`src/rtl/activity_detect.sv`:
```
// Synchronises and edge-detects raw activity lines, emits rate-limited activity pulses for
// the LED visualizer and keeps a saturating debug event counter with sticky overflow.
module activity_detect #(
  parameter int N_SRC   = 4,
  parameter int MIN_GAP = 1000,
  parameter int CNT_W   = 16
) (
  input  logic             clk,
  input  logic             reset,
  input  logic [N_SRC-1:0] src,
  input  logic [N_SRC-1:0] mask,
  input  logic             clear,
  output logic             activity,
  output logic [CNT_W-1:0] event_count,
  output logic             overflow
);

  localparam int GAP_W = $clog2(MIN_GAP) + 1;
  localparam logic [GAP_W-1:0] GAP_RELOAD = GAP_W'(MIN_GAP - 1);

  localparam logic [0:0] IDLE    = 1'b0;
  localparam logic [0:0] HOLDOFF = 1'b1;

  logic [N_SRC-1:0] s1_q, s2_q, s3_q;
  logic [N_SRC-1:0] edges;
  logic             any_edge;

  logic [0:0]       state_q, state_d;
  logic [GAP_W-1:0] gap_q, gap_d;
  logic             pend_q, pend_d;
  logic             act_q, act_d;
  logic [CNT_W-1:0] cnt_q, cnt_d;
  logic             ov_q, ov_d;

  // Mask after edge detection so unmasking an already-high line yields no edge.
  assign edges    = s2_q & ~s3_q & mask;
  assign any_edge = |edges;

  always_comb begin
    state_d = state_q;
    gap_d   = gap_q;
    pend_d  = pend_q;
    act_d   = 1'b0;
    case (state_q)
      IDLE: begin
        if (any_edge) begin
          act_d   = 1'b1;
          gap_d   = GAP_RELOAD;
          state_d = HOLDOFF;
        end
      end
      HOLDOFF: begin
        if (any_edge) pend_d = 1'b1;
        if (gap_q == '0) begin
          if (pend_q || any_edge) begin
            act_d  = 1'b1;
            gap_d  = GAP_RELOAD;
            pend_d = 1'b0;
          end else begin
            state_d = IDLE;
          end
        end else begin
          gap_d = gap_q - GAP_W'(1);
        end
      end
      default: state_d = IDLE;
    endcase
    // Clear drops the deferred event but never suppresses a pulse already due.
    if (clear) pend_d = 1'b0;
  end

  always_comb begin
    cnt_d = cnt_q;
    ov_d  = ov_q;
    if (clear) begin
      cnt_d = '0;
      ov_d  = 1'b0;
    end else if (any_edge) begin
      if (&cnt_q) ov_d = 1'b1;
      else        cnt_d = cnt_q + CNT_W'(1);
    end
  end

  always_ff @(posedge clk) begin
    if (reset) begin
      s1_q    <= '0;
      s2_q    <= '0;
      s3_q    <= '0;
      state_q <= IDLE;
      gap_q   <= '0;
      pend_q  <= 1'b0;
      act_q   <= 1'b0;
      cnt_q   <= '0;
      ov_q    <= 1'b0;
    end else begin
      s1_q    <= src;
      s2_q    <= s1_q;
      s3_q    <= s2_q;
      state_q <= state_d;
      gap_q   <= gap_d;
      pend_q  <= pend_d;
      act_q   <= act_d;
      cnt_q   <= cnt_d;
      ov_q    <= ov_d;
    end
  end

  assign activity    = act_q;
  assign event_count = cnt_q;
  assign overflow    = ov_q;

endmodule
```
`config.mk`:
```
export PLATFORM = sky130hd
export DESIGN_NAME = activity_detect
export DESIGN_NICKNAME = d
export VERILOG_FILES = /design/src/rtl/activity_detect.sv
export SDC_FILE = /design/constraint.sdc
export NUM_CORES = 1
export LEC_CHECK = 0
export ABC_CLOCK_PERIOD_IN_PS = 2440
export CAP_MARGIN = 20
export CORE_ASPECT_RATIO = 0.9
export CORE_MARGIN = 8
export CORE_UTILIZATION = 34
export DETAILED_ROUTE_END_ITERATION = 8
export GPL_TIMING_DRIVEN = 0
export HOLD_SLACK_MARGIN = 0.05
export RECOVER_POWER = 100
export SETUP_SLACK_MARGIN = 0.4
export SYNTH_ARGS = -nofsm -noshare
export SYNTH_HDL_FRONTEND = slang
export SYNTH_SLANG_ARGS = --single-unit
```
`constraint.sdc`:
```
create_clock -name clk -period 2.44 [get_ports clk]
set_input_delay 0.488 -clock clk [delete_from_list [all_inputs] [get_ports clk]]
set_output_delay 0.488 -clock clk [all_outputs]
set_load 0.01 [all_outputs]
```
==> impl_metrics.py <==
metrics = {
    "status": {
        "status": "completed",
    },
    "clocking": {
        "cts_made_buffers": 5,
        "tritoncts": "built",
        "htree_num_levels": 2,
        "clkLatencyLatePin_ns": 0.31,
        "cts_root_buf": "clkbuf_8",
        "cts_sinks": 43,
        "path_clk_slew_ns": 0.08,
        "cts_buffer_depth": 2,
    },
    "route": {
        "initialDrtViolationCount": 128,
        "wirelength_mm": 4.36,
        "ant_nets": 0,
        "drt-wirelength-per-cell_um": 13.9,
        "dr.pass1.iters": 4,
        "via_per_inst": 5.01,
        "vias": 1574,
        "drc": 0,
    },
    "timing": {
        "fin_crit_ns": 2.12,
        "fin_skew_ns": 0.00879,
        "max_slew_margin_pct": 58.5,
        "setup_slack_ns": 0.324,
        "fin_crit_sh_pct": 86.7,
        "drv_slew": 0,
        "setup_viol": 0,
        "grt_setup_unrepaired": "true",
        "hold_viol_final": 0,
        "tightest_slew_ns": 0.618,
        "whs_ns": 0.441,
        "fmax_mhz": 473,
    },
    "die": {
        "dieArea_mm2": 0.00812,
        "dieHeight_um": 86.3,
        "core_mm2": 0.00529,
        "io_pins": 29,
        "die_w_um": 94.1,
        "row_count": 25,
        "initial_core_util_pct": 35.3,
    },
    "critical_path": {
        "cp-start-kind": "input pin",
        "worst_setup_path_end_kind": "flop",
        "cp_num_buf_inv": 1,
        "cp_cell_sequence": "dlygate4sd3_1 > nand2_1 > o22ai_1 > nor2_2 > nor4_1 > a31oi_1 > a41o_1",
        "path_depth": 7,
        "required_ns": 2.64,
        "cp_max_fo": 8,
        "cp.arrival_ns": 2.31,
        "path_class": "input pin to flop",
        "critical-path-top-delay-family": "simple AND/OR/NAND/NOR gates",
        "ff2ff_path_depth": 7,
        "slowest_stage": "nor4_1",
        "slowest_delay_ns": 0.57,
    },
    "yosys": {
        "ys_warn_count": 0,
        "synth_nets": 226,
        "avgSynthCellArea_um2": 8.80,
        "synth_seq_cells": 43,
        "syn-cell-area_mm2": 0.00187,
        "synth_edf_count": 0,
        "async_reset_ff_share_pct": 0,
        "synth_largest_area_cell": "dfxtp_1",
        "syn-instance-count": 212,
        "yosys-top-cells-area": "dfxtp_1, nor2_1, xnor2_1",
        "ys_seq_area_share_pct": 46.1,
        "synth_top_area_share_pct": 46.1,
        "synth_flop_cell": "dfxtp_1",
        "yosysUniqueCellTypes": 49,
    },
    "global_routing": {
        "grt_antenna_before_repair": 0,
        "grt_first_pass_wirelength_mm": 7.31,
        "gr-total-overflow": 0,
        "grt_usage_pct": 11.5,
        "grt_pass1_vias": 1515,
        "grt_start_max_net_pins": 14,
    },
    "worst_hold_path": {
        "hp-class": "flop to flop",
        "hold-path-cell-count": 1,
    },
    "power_and_ir_drop": {
        "power.density_mw_per_mm2": 642,
        "cellLeakagePower_nw": 0.876,
        "swShare_pct": 29.2,
        "p_sw_uw": 430,
        "p_int_mw": 1.04,
        "p_comb_share_pct": 16.8,
        "pwr-share-clk_pct": 30.8,
        "vdd_drop_max_v": 0.000227,
        "power_frac_seq_pct": 52.4,
    },
    "cells_and_area": {
        "layout_common_cells": "dfxtp_1, nor2_1, nand2_1, dlygate4sd3_1, nor2b_1",
        "final_area_mm2": 0.00229,
        "num-fill-cells": 537,
        "diodes": 0,
        "nNetsFinal": 260,
        "layout-drive-gt1-share_pct": 6.07,
        "final_common_cell": "dfxtp_1",
        "area_growth_pct": 22.9,
    },
    "placed_design": {
        "dp_hpwl_mm": 3.07,
        "place.port_buffers": 27,
        "preCtsSetupSlack_ns": -0.140,
        "postPlaceCellArea_mm2": 0.00222,
        "place_congestion": 0.843,
    },
    "job": {
        "cap_violations": 0,
    },
}
## logic make-up (layout without fill, tap and decap cells)
| group | Yosys count | after routing | synth area share, % |
|---|---|---|---|
| flops | 43 | 43 | 46.1 |
| buf+inv | 12 | 47 | 2.68 |
| mux | 1 | 1 | 0.537 |
| compound gates | 40 | 40 | 14.6 |
| fa+ha+maj | 3 | 3 | 2.01 |
| xor+xnor | 10 | 10 | 4.69 |
| simple gates | 103 | 103 | 29.4 |
## routing by layer
layer	track usage, %	up-vias	share of wire [%]
met1	14.7	715	50
met4	6.91	0	2.3
met2	16.7	33	43
met3	2.94	7	5.1
li1	-	819	-
met5	0	-	0
## flip-flops by register name (all words and copies together) (netlist names)
register	cells
gap_q	11
s1_q	4
pend_q	1
event_count	16
activity	1
overflow	1
s3_q	4
state_q	1
s2_q	4
## cells in the mapped netlist (all sizes together), types with 3 or more instances
library cell and count:
nand2 23, ha 3, nand3 6, clkbuf 6, buf 3, dfxtp 43, nor2 28, and4 3
or3 3, a21oi 11, a31oi 4, nor3 7, xnor2 10, o21ai 6, nor2b 12, inv 3
nor4 6
## layout make-up
type / count / area, um^2 / share of cell area [%]
multi-input cells: 157 / 941 / 41.0
flip-flops and latches: 43 / 863 / 37.6
repair buffers: 27 / 270 / 11.8
well taps: 67 / 83.8 / 3.66
clock buffers: 6 / 72.6 / 3.16
plain buffers: 9 / 38.8 / 1.69
clock inverters: 2 / 12.5 / 0.546
inverters: 3 / 11.3 / 0.491
## what timing repair did
action	CTS	global route
resized for setup	3	5
setup endpoints to repair	16	14
hold buffers	0	0
buffers inserted	0	0
## through the flow
step           TNS, ns  util, %  power, mW  cells
2_1_floorplan        0        -      0.979    212
3_3_place_gp    -0.273     42.0       1.05    306
3_5_place_dp     -1.02     42.0       1.05    306
4_1_cts              0     43.8       1.51    314
5_1_grt              0     43.4       1.56    314
6_report             0     43.4       1.47    314
## power by group through the flow
stage	sequential [mW]	combinational, mW	clock (mW)
detailed placement	0.792	0.256	0
finish	0.772	0.247	0.453
floorplan	0.785	0.194	0
global route	0.777	0.283	0.499
CTS	0.776	0.260	0.469
global placement	0.792	0.257	0
## worst paths after layout
kind	from	to	slack (ns)
worst min register to register	s1_q[3]	s2_q[3]	0.44
worst max-delay path	mask[3]	event_count[13]	0.32
worst max register to register	event_count[9]	event_count[0]	0.43
worst min-delay path	s1_q[3]	s2_q[3]	0.44
Power figures use the tool's default switching activity.
